**config.mk**
```make
export PLATFORM = sky130hd
export DESIGN_NAME = ca90_im_search
export DESIGN_NICKNAME = d
export VERILOG_FILES = /design/src/rtl/ca90_search_pkg.sv /design/src/rtl/ca90_hier_base.sv /design/src/rtl/ca90_unit.sv /design/src/rtl/hv_hamming_dist.sv /design/src/rtl/ca90_im_search.sv
export SDC_FILE = /design/constraint.sdc
export NUM_CORES = 2
export LEC_CHECK = 0
export ABC_AREA = 0
export ABC_CLOCK_PERIOD_IN_PS = 21500
export CELL_PAD_IN_SITES_DETAIL_PLACEMENT = 1
export CELL_PAD_IN_SITES_GLOBAL_PLACEMENT = 1
export CORE_AREA = 3 3 438 331
export DETAILED_ROUTE_END_ITERATION = 8
export DIE_AREA = 0 0 441 334
export DONT_BUFFER_PORTS = 1
export PLACE_DENSITY_LB_ADDON = 0.15
export SYNTH_ARGS = -nofsm -noshare
export SYNTH_HDL_FRONTEND = slang
export SYNTH_SLANG_ARGS = --single-unit
```
**constraint.sdc**
```tcl
create_clock -name clk_i -period 21.5 [get_ports clk_i]
set_clock_uncertainty 0.2 [all_clocks]
set_input_delay 3.225 -clock clk_i [delete_from_list [all_inputs] [get_ports clk_i]]
set_output_delay 3.225 -clock clk_i [all_outputs]
set_load 0.02 [all_outputs]
```
**src/rtl/ca90_search_pkg.sv**
```systemverilog
// Shared types and helpers for the CA90 item-memory reverse lookup.
package ca90_search_pkg;

    typedef enum logic [1:0] {
        ST_IDLE = 2'd0,
        ST_SCAN = 2'd1,
        ST_DONE = 2'd2
    } state_e;

    // Enough bits to hold any distance from 0 to dim inclusive.
    function automatic int dist_width(input int dim);
        return $clog2(dim + 1);
    endfunction

endpackage

```
**src/rtl/ca90_hier_base.sv**
```systemverilog
// Expands a seed to a full-width base HV by repeated doubling: the upper half of each
// level is one CA90 step (shift 1) of the lower half.
module ca90_hier_base #(
    parameter int HVDimension = 512,
    parameter int SeedWidth   = 32
) (
    input  logic [SeedWidth-1:0]   seed_i,
    output logic [HVDimension-1:0] hv_o
);

    localparam int NumLvl   = $clog2(HVDimension / SeedWidth);
    localparam int HierPerm = 1;

    for (genvar k = 0; k <= NumLvl; k++) begin : gen_lvl
        localparam int W = SeedWidth << k;
        logic [W-1:0] lvl_hv;
        if (k == 0) begin : g_root
            assign lvl_hv = seed_i;
        end else begin : g_grow
            logic [W/2-1:0] nxt;
            ca90_unit #(
                .Dimension(W / 2),
                .Perm     (HierPerm)
            ) u_ca90 (
                .vector_i(gen_lvl[k-1].lvl_hv),
                .vector_o(nxt)
            );
            assign lvl_hv = {nxt, gen_lvl[k-1].lvl_hv};
        end
    end

    assign hv_o = gen_lvl[NumLvl].lvl_hv;

endmodule

```
**src/rtl/ca90_unit.sv**
```systemverilog
// One CA90 step on a cyclic vector: each bit becomes the XOR of its neighbours Perm positions away.
module ca90_unit #(
    parameter int Dimension = 512,
    parameter int Perm      = 7
) (
    input  logic [Dimension-1:0] vector_i,
    output logic [Dimension-1:0] vector_o
);

    logic [Dimension-1:0] rot_l;
    logic [Dimension-1:0] rot_r;

    assign rot_l    = {vector_i[Dimension-Perm-1:0], vector_i[Dimension-1:Dimension-Perm]};
    assign rot_r    = {vector_i[Perm-1:0], vector_i[Dimension-1:Perm]};
    assign vector_o = rot_l ^ rot_r;

endmodule

```
**src/rtl/hv_hamming_dist.sv**
```systemverilog
// Combinational Hamming distance: XOR, per-byte popcounts, then a sum over the bytes.
module hv_hamming_dist #(
    parameter int HVDimension = 512,
    parameter int DistWidth   = 10
) (
    input  logic [HVDimension-1:0] a_i,
    input  logic [HVDimension-1:0] b_i,
    output logic [DistWidth-1:0]   dist_o
);

    localparam int ChunkW    = 8;
    localparam int NumChunks = HVDimension / ChunkW;

    logic [HVDimension-1:0]      diff;
    logic [NumChunks-1:0][3:0]   chunk_cnt;

    assign diff = a_i ^ b_i;

    // First level kept narrow so a register stage can slot in here later.
    for (genvar c = 0; c < NumChunks; c++) begin : gen_chunk
        logic [3:0] cnt;
        always_comb begin
            cnt = '0;
            for (int b = 0; b < ChunkW; b++) begin
                cnt = cnt + {3'b000, diff[c*ChunkW+b]};
            end
        end
        assign chunk_cnt[c] = cnt;
    end

    always_comb begin
        dist_o = '0;
        for (int c = 0; c < NumChunks; c++) begin
            dist_o = dist_o + DistWidth'(chunk_cnt[c]);
        end
    end

endmodule

```
**src/rtl/ca90_im_search.sv**
```systemverilog
// Reverse item-memory lookup: regenerates all items one per cycle and keeps the
// lowest-index item at minimum Hamming distance from the query.
module ca90_im_search
    import ca90_search_pkg::*;
#(
    parameter int HVDimension  = 512,
    parameter int NumTotIm     = 1024,
    parameter int NumPerImBank = 128,
    parameter int Ca90ImPerm   = 7,
    parameter int SeedWidth    = 32,
    parameter int NumImSets    = NumTotIm / NumPerImBank,
    parameter int ImSelWidth   = $clog2(NumTotIm),
    parameter int DistWidth    = dist_width(HVDimension)
) (
    input  logic                                clk_i,
    input  logic                                rst_i,
    input  logic [NumImSets-1:0][SeedWidth-1:0] seed_hv_i,
    input  logic [HVDimension-1:0]              query_hv_i,
    input  logic                                query_valid_i,
    output logic                                query_ready_o,
    output logic [ImSelWidth-1:0]               result_idx_o,
    output logic [DistWidth-1:0]                result_dist_o,
    output logic                                result_valid_o,
    input  logic                                result_ready_i,
    output logic                                busy_o
);

    localparam int SetW  = $clog2(NumImSets);
    localparam int ItemW = $clog2(NumPerImBank);

    state_e                 state_q, state_d;
    logic [HVDimension-1:0] query_q, query_d;
    logic [HVDimension-1:0] cur_hv_q, cur_hv_d;
    logic [SetW-1:0]        set_cnt_q, set_cnt_d;
    logic [ItemW-1:0]       item_cnt_q, item_cnt_d;
    logic [DistWidth-1:0]   best_dist_q, best_dist_d;
    logic [ImSelWidth-1:0]  best_idx_q, best_idx_d;

    logic [SeedWidth-1:0]   seed_sel;
    logic [HVDimension-1:0] base_hv;
    logic [HVDimension-1:0] step_hv;
    logic [HVDimension-1:0] candidate;
    logic [DistWidth-1:0]   cand_dist;
    logic [ImSelWidth-1:0]  cand_idx;

    assign seed_sel  = seed_hv_i[set_cnt_q];
    assign candidate = (item_cnt_q == '0) ? base_hv : step_hv;
    assign cand_idx  = {set_cnt_q, item_cnt_q};

    ca90_hier_base #(
        .HVDimension(HVDimension),
        .SeedWidth  (SeedWidth)
    ) u_base (
        .seed_i(seed_sel),
        .hv_o  (base_hv)
    );

    ca90_unit #(
        .Dimension(HVDimension),
        .Perm     (Ca90ImPerm)
    ) u_step (
        .vector_i(cur_hv_q),
        .vector_o(step_hv)
    );

    hv_hamming_dist #(
        .HVDimension(HVDimension),
        .DistWidth  (DistWidth)
    ) u_dist (
        .a_i   (candidate),
        .b_i   (query_q),
        .dist_o(cand_dist)
    );

    always_comb begin
        state_d     = state_q;
        query_d     = query_q;
        cur_hv_d    = cur_hv_q;
        set_cnt_d   = set_cnt_q;
        item_cnt_d  = item_cnt_q;
        best_dist_d = best_dist_q;
        best_idx_d  = best_idx_q;
        case (state_q)
            ST_IDLE: begin
                if (query_valid_i) begin
                    query_d     = query_hv_i;
                    set_cnt_d   = '0;
                    item_cnt_d  = '0;
                    best_dist_d = '1;
                    best_idx_d  = '0;
                    state_d     = ST_SCAN;
                end
            end
            ST_SCAN: begin
                cur_hv_d   = candidate;
                item_cnt_d = item_cnt_q + 1'b1;
                // Strict compare keeps the earliest (lowest) index on ties.
                if (cand_dist < best_dist_q) begin
                    best_dist_d = cand_dist;
                    best_idx_d  = cand_idx;
                end
                if (&item_cnt_q) begin
                    set_cnt_d = set_cnt_q + 1'b1;
                    if (&set_cnt_q) begin
                        state_d = ST_DONE;
                    end
                end
            end
            ST_DONE: begin
                if (result_ready_i) begin
                    state_d = ST_IDLE;
                end
            end
            default: state_d = ST_IDLE;
        endcase
    end

    always_ff @(posedge clk_i) begin
        if (rst_i) begin
            state_q     <= ST_IDLE;
            query_q     <= '0;
            cur_hv_q    <= '0;
            set_cnt_q   <= '0;
            item_cnt_q  <= '0;
            best_dist_q <= '0;
            best_idx_q  <= '0;
        end else begin
            state_q     <= state_d;
            query_q     <= query_d;
            cur_hv_q    <= cur_hv_d;
            set_cnt_q   <= set_cnt_d;
            item_cnt_q  <= item_cnt_d;
            best_dist_q <= best_dist_d;
            best_idx_q  <= best_idx_d;
        end
    end

    assign query_ready_o  = (state_q == ST_IDLE);
    assign result_valid_o = (state_q == ST_DONE);
    assign busy_o         = (state_q != ST_IDLE);
    assign result_idx_o   = best_idx_q;
    assign result_dist_o  = best_dist_q;

endmodule

```
# --- Yosys cells after proc, flatten, opt, wreduce, memory -nomap -nowiden ---
# Index checks and enable logic that the tools add are counted.
word_totals:
  register_bits: 1056
  mem_count: 0
  latchBits: 0
  inputBits: 772
  mem_bits_rw: 0
  wordCells: 565
  mem_bits_ro: 0
  output_inout_bits: 23
classes:
  mul: 0
  n_shift: 0
  n_eq_ne: 7
  reduce_logical: 11
  mux: 19
  bitwise: 6
  n_div: 0
  n_lt_le_gt_ge: 2
  add_sub_neg: 513
ops:
  columns: ["operator", "n"]
  rows:
  - ["$add A4 B1 Y4", 384]
  - ["$xor A512 B512 Y512", 2]
  - ["$add A10 B4 Y10", 62]
  - ["$mux W512", 1]
  - ["$xor A256 B256 Y256", 1]
  - ["$add A1 B1 Y2", 64]
  - ["$xor A128 B128 Y128", 1]
  - ["$bmux W32 S3", 1]
  - ["$xor A64 B64 Y64", 1]
  - ["$mux W10", 4]
  - ["$pmux W10 S2", 2]
  - ["$mux W32", 1]
  - ["$xor A32 B32 Y32", 1]
  - ["$pmux W7 S2", 1]
  - ["$lt A10 B10 Y1", 1]
  - ["$reduce_and A3 Y1", 3]
  - ["$mux W2", 4]
  - ["$ne A2 B2 Y1 const B", 4]
  - ["$add A7 B1 Y7 const B", 1]
  - ["$logic_not A7 Y1", 1]
  - ["$mux W7", 1]
  - ["$reduce_and A7 Y1", 1]
  - ["$mux W3", 2]
  - ["$pmux W2 S3", 1]
  - ["11 further kinds", 13]

# --- Depth between registers and ports, before layout ---
logic_depth:
  ltp_word: 81
  ltp_mapped: 51
  mapped_depth_nobuf: 46

# --- Cells and area by module ---
# From an unflattened synthesis, not the netlist that was laid out.
hier_totals:
  hier_cells: 7981
  area_unflattened_um2: 72737.3
modules_own_cells:
  columns: ["mod", "n_inst", "cells_each", "area_each_um2", "seq_area_each_um2"]
  rows:
  - ["ca90_im_search", 1, 5325, 46385.7, 21140.3]
  - ["hv_hamming_dist", 1, 1632, 17423.0, 0.0]
  - ["ca90_unit (u_step)", 1, 512, 4484.3, 0.0]
  - ["ca90_unit (u_base.gen_lvl[4].g_grow.u_ca90)", 1, 256, 2242.2, 0.0]
  - ["ca90_unit (u_base.gen_lvl[3].g_grow.u_ca90)", 1, 128, 1121.1, 0.0]
  - ["ca90_unit (u_base.gen_lvl[2].g_grow.u_ca90)", 1, 64, 560.5, 0.0]
  - ["ca90_unit (u_base.gen_lvl[1].g_grow.u_ca90)", 1, 32, 280.3, 0.0]
  - ["ca90_hier_base", 1, 32, 240.2, 0.0]

# --- Least setup slack after synthesis ---
# OpenSTA, ideal clock, no wires.
synth_timing:
  path_kind: "input to register"
  from: "in seed_hv_i[96] in the netlist's numbering"
  to: "reg best_idx_q[9] (netlist: result_idx_o[9])"
  path_stages: 37
  t_arrival_ps: 15389
  required_time_ps: 21230
  setup_slack_ps: 5841
  setup_ps: 70
  path_buffers: 1
  cell_sequence: "mux4_2 mux2i_4 o21ai_0 xor2_1 ha_1 fa_1 inv_1 fa_1 fa_1 fa_1 inv_1 ha_1 a21o_1 a21oi_1 xnor2_1 fa_1 fa_1 fa_1 fa_1 fa_1 fa_1 fa_1 fa_1 fa_1 fa_1 a21o_1 a21oi_1 o21bai_1 a21oi_1 xnor2_1 ha_1 a21o_1 a211o_1 a211oi_1 clkbuf_1 o211ai_1 a21oi_1"
synth_via:
  elab_chain_cells: 77
  word_cells_on_any_way: 211
  classes_between: "add/sub (200); order compare (1); eq/ne (1); mux (3); bitwise (5); reduce/logical (1)"
synth_lines:
  columns: ["item", "line_no", "text"]
  rows:
  - ["start: declaration", "ca90_im_search.sv:17", "input logic [NumImSets-1:0][SeedWidth-1:0] seed_hv_i,"]
  - ["$bmux W32 S3 (*)", "ca90_im_search.sv:46", "assign seed_sel = seed_hv_i[set_cnt_q];"]
  - ["$mux W32 (implied by the code) (*)", "ca90_im_search.sv:46", null]
  - ["$mux W512 (*)", "ca90_im_search.sv:47", "assign candidate = (item_cnt_q == '0) ? base_hv : step_hv;"]
  - ["$xor A512 B512 Y512 (*)", "hv_hamming_dist.sv:17", "assign diff = a_i ^ b_i;"]
  - ["$add A1 B1 Y2", "hv_hamming_dist.sv:25", "cnt = cnt + {3'b000, diff[c*ChunkW+b]};"]
  - ["$add A4 B1 Y4 (6 in a row)", "hv_hamming_dist.sv:25", null]
  - ["$add A4 B4 Y5", "hv_hamming_dist.sv:34", "dist_o = dist_o + DistWidth'(chunk_cnt[c]);"]
  - ["$add A10 B4 Y10 (61 in a row)", "hv_hamming_dist.sv:34", null]
  - ["$add A10 B4 Y10 (*)", "hv_hamming_dist.sv:34", null]
  - ["$lt A10 B10 Y1 (*)", "ca90_im_search.sv:98", "if (cand_dist < best_dist_q) begin"]
  - ["$ne A2 B2 Y1 (no line) (*)", null, null]
  - ["$reduce_and A3 Y1 (no line) (*)", null, null]
  - ["end signal: assignment", "ca90_im_search.sv:134", "best_idx_q <= best_idx_d;"]
  - ["end: declaration", "ca90_im_search.sv:37", "logic [ImSelWidth-1:0] best_idx_q, best_idx_d;"]
# Every way passes the cells marked *; elsewhere a longest branch is shown, timed or not. The select of a mux whose other input is x is not followed.
# A chain may end at the register's enable or synchronous reset.

# --- Worst setup path after layout ---
layout_timing:
  from: "in seed_hv_i[114] in the netlist's numbering"
  to: "reg best_idx_q[3] (netlist: result_idx_o[3])"
layout_via:
  elab_chain_cells: 75
  word_cells_on_any_way: 190
  classes_between: "add/sub (179); order compare (1); eq/ne (1); mux (3); bitwise (5); reduce/logical (1)"
layout_lines:
  columns: ["item", "line_no"]
  rows:
  - ["$bmux W32 S3 (*)", "ca90_im_search.sv:46"]
  - ["$mux W32 (implied by the code) (*)", "ca90_im_search.sv:46"]
  - ["$mux W512 (*)", "ca90_im_search.sv:47"]
  - ["$xor A512 B512 Y512 (*)", "hv_hamming_dist.sv:17"]
  - ["$add A4 B1 Y4 (6 in a row)", "hv_hamming_dist.sv:25"]
  - ["$add A10 B4 Y10 (60 in a row)", "hv_hamming_dist.sv:34"]
  - ["$add A10 B4 Y10 (*) (2 in a row)", "hv_hamming_dist.sv:34"]
  - ["$lt A10 B10 Y1 (*)", "ca90_im_search.sv:98"]
  - ["$ne A2 B2 Y1 (no line) (*)", null]
  - ["$reduce_and A3 Y1 (no line) (*)", null]
# Marked as above.

==> impl_metrics.tcl <==
set metrics [dict create \
    post-cts-setup-buffers 0 \
    route.detailed.drc 0 \
    finalCritPeriodShare 0.794 \
    yosys_warnings 0 \
    finalSetupViolations 0 \
    yosysUniqueCellTypes 54 \
    ys_seq_area_frac 0.301 \
    drv_cap 2 \
    cts_hold_buf 0 \
    end_kind "flop" \
    cp_slowest_stage_delay_ns 1.04 \
    placementRows 119 \
    antenna_found_initial 52 \
    crit_path_max_fanout 19 \
    hpwl_um 237000 \
    fin_crit_ns 17.07 \
    synth_flop_cell "dfxtp_1" \
    synth_largest_area_cell "dfxtp_1" \
    synth_enable_flop_cells 0 \
    grt_overflow 0 \
    syn-num-nets 9759 \
    grt_max_degree 918 \
    cts_tree "yes" \
    viasPerCell 5.92 \
    ctsResizeCount 0 \
    drt_iter0_drc 6119 \
    synth-seq-cells 1056 \
    gp_congestion 1.00 \
    track_usage 0.403 \
    wl_per_cell_um 30.4 \
    violations "capacitance limit, slew limit" \
    syn_area_per_cell_sq_um 8.54 \
    cp.required_ns 21.96 \
    finalMaxSlewViolations 498 \
    dieWidth_um 441 \
    routed_wl_um 304000 \
    io_pins 795 \
    pre_cts_ws_ns 3.91 \
    cts-root-buf "clkbuf_16" \
    setup_tns_ns 0 \
    status "finished, violations left" \
    first_pass_iters 5 \
    netlist_top_cells_count "nand2_1 (1958), a21oi_1 (1144), dfxtp_1 (1056), xnor2_1 (726), xor2_1 (560)" \
    cp_slowest_cell "a211oi_2" \
    clockBufferDepth 3 \
    hold_class "reg2reg" \
    grt_pass1_vias 60300 \
    num_vias 59200 \
    worst_slew_pin_slew_ns 4.01 \
    synth-async-reset-ratio 0 \
    clock_insertion_delay_worst_skew_ns 0.78 \
    whs_ns 0.269 \
    finalWorstSetupSlack_ns 4.43 \
    multi_input_area_sq_um 45500 \
    die_y_um 334 \
    syn_inst 8235 \
    synth_top_area_share 0.301 \
    relSlewSlack -1.68 \
    crit_type "in2reg" \
    cts.sinks 1056 \
    ys_top_cells_by_area "dfxtp_1 (30%), fa_1 (15%), nand2_1 (10%), xnor2_1 (9.0%), a21oi_1 (8.1%)" \
    fillers 16500 \
    synth_area_sq_um 70300 \
    rsz0062_at_grt "false" \
    grt_pass1_wl_um 429000 \
    die_area_sq_um 147000 \
    start_kind "input port" \
    post-synth-top-count-cell "nand2_1" \
    layout-drive-gt1-share 0.0638 \
    crit_top_cell "fa_1" \
    start_util 0.500 \
    htreeDepth 3 \
    worstPathArrival_ns 17.53 \
    coreArea_sq_um 141000 \
    cts.clk_slew.worst_paths_ns 0.06 \
    syn2layout_area_growth_pct 7.86 \
    register_area_sq_um 21200 \
    ant_nets 0 \
    numCtsBuffers 113 \
    fmax_mhz 58.6 \
    fin_nets 9517 \
    hold_viol 0 \
    final_util 0.539 \
    io_buffers 0 \
]
cell type report:
class / instances / share of cell area
Antenna cell: 43 / 0.00142
Clock buffer: 158 / 0.0435
Clock inverter: 53 / 0.00929
Inverter: 520 / 0.0257
Multi-Input combinational cell: 6207 / 0.600
Sequential cell: 1056 / 0.279
Tap cell: 1875 / 0.0309
Timing Repair Buffer: 95 / 0.00990
through the flow:
| stage | cell area [sq um] | cells |
|---|---|---|
| floorplan | 70300 | 8235 |
| global placement | 71700 | 9753 |
| detailed placement | 71700 | 9753 |
| CTS | 75700 | 9964 |
| global route | 75800 | 9976 |
| finish | 75800 | 10000 |
worst max-delay path: cells and delay by family:
family / cells / cell delay [ns]
adder cells (fa/ha/maj): 16 / 7.53
AO/OA/AOI/OAI: 8 / 2.83
AND/OR/NAND/NOR: 3 / 1.07
buffers and inverters: 6 / 0.50
XOR/XNOR: 5 / 1.28
multiplexers: 2 / 1.01
path summary, 6_finish.rpt:
check	start	end	slack (ns)	depth (start not counted)
worst min register to register	query_q[427]	query_q[427]	0.27	2
worst min-delay path	query_q[427]	query_q[427]	0.27	2
worst max-delay path	seed_hv_i[114]	result_idx_o[3]	4.43	40
worst max register to register	set_cnt_q[0]	result_idx_o[3]	5.20	41
metal layers:
layer  GRT usage  part of all wire  vias up
li1            -                 -    25900
met1       0.544              0.41    29800
met2       0.601              0.43     2811
met3       0.111              0.10      677
met4       0.186             0.053       28
met5           0           0.00064        -
registers in the layout, indices dropped and copies added (netlist names):
register,cells
result_idx_o,10
result_dist_o,10
state_q,2
item_cnt_q,7
set_cnt_q,3
cur_hv_q,512
query_q,512
cells by family (layout without fill, tap and decap cells):
logic type,after synthesis,in the layout,share of synthesized area
adder cells (fa/ha/maj),752,752,0.189
XOR/XNOR,1294,1294,0.162
flip-flops,1056,1056,0.301
other,0,43,0
AND/OR/NAND/NOR,2426,2426,0.135
multiplexers,128,128,0.0357
buffers and inverters,972,826,0.0534
AO/OA/AOI/OAI,1607,1607,0.124
placed cells by master, fill, tap and decap left out, types with 117 or more instances in the layout:
master / n
xor2_1: 560
nand2_1: 1957
o21ai_0: 237
fa_1: 517
dfxtp_1: 1053
a21oi_1: 1144
xnor2_1: 725
nor2_1: 294
clkbuf_16: 117
inv_1: 520
ha_1: 235
Power is left out: the tool's default activity adds up to more than one toggle a clock period on the data nets, which glitch-free logic cannot reach.
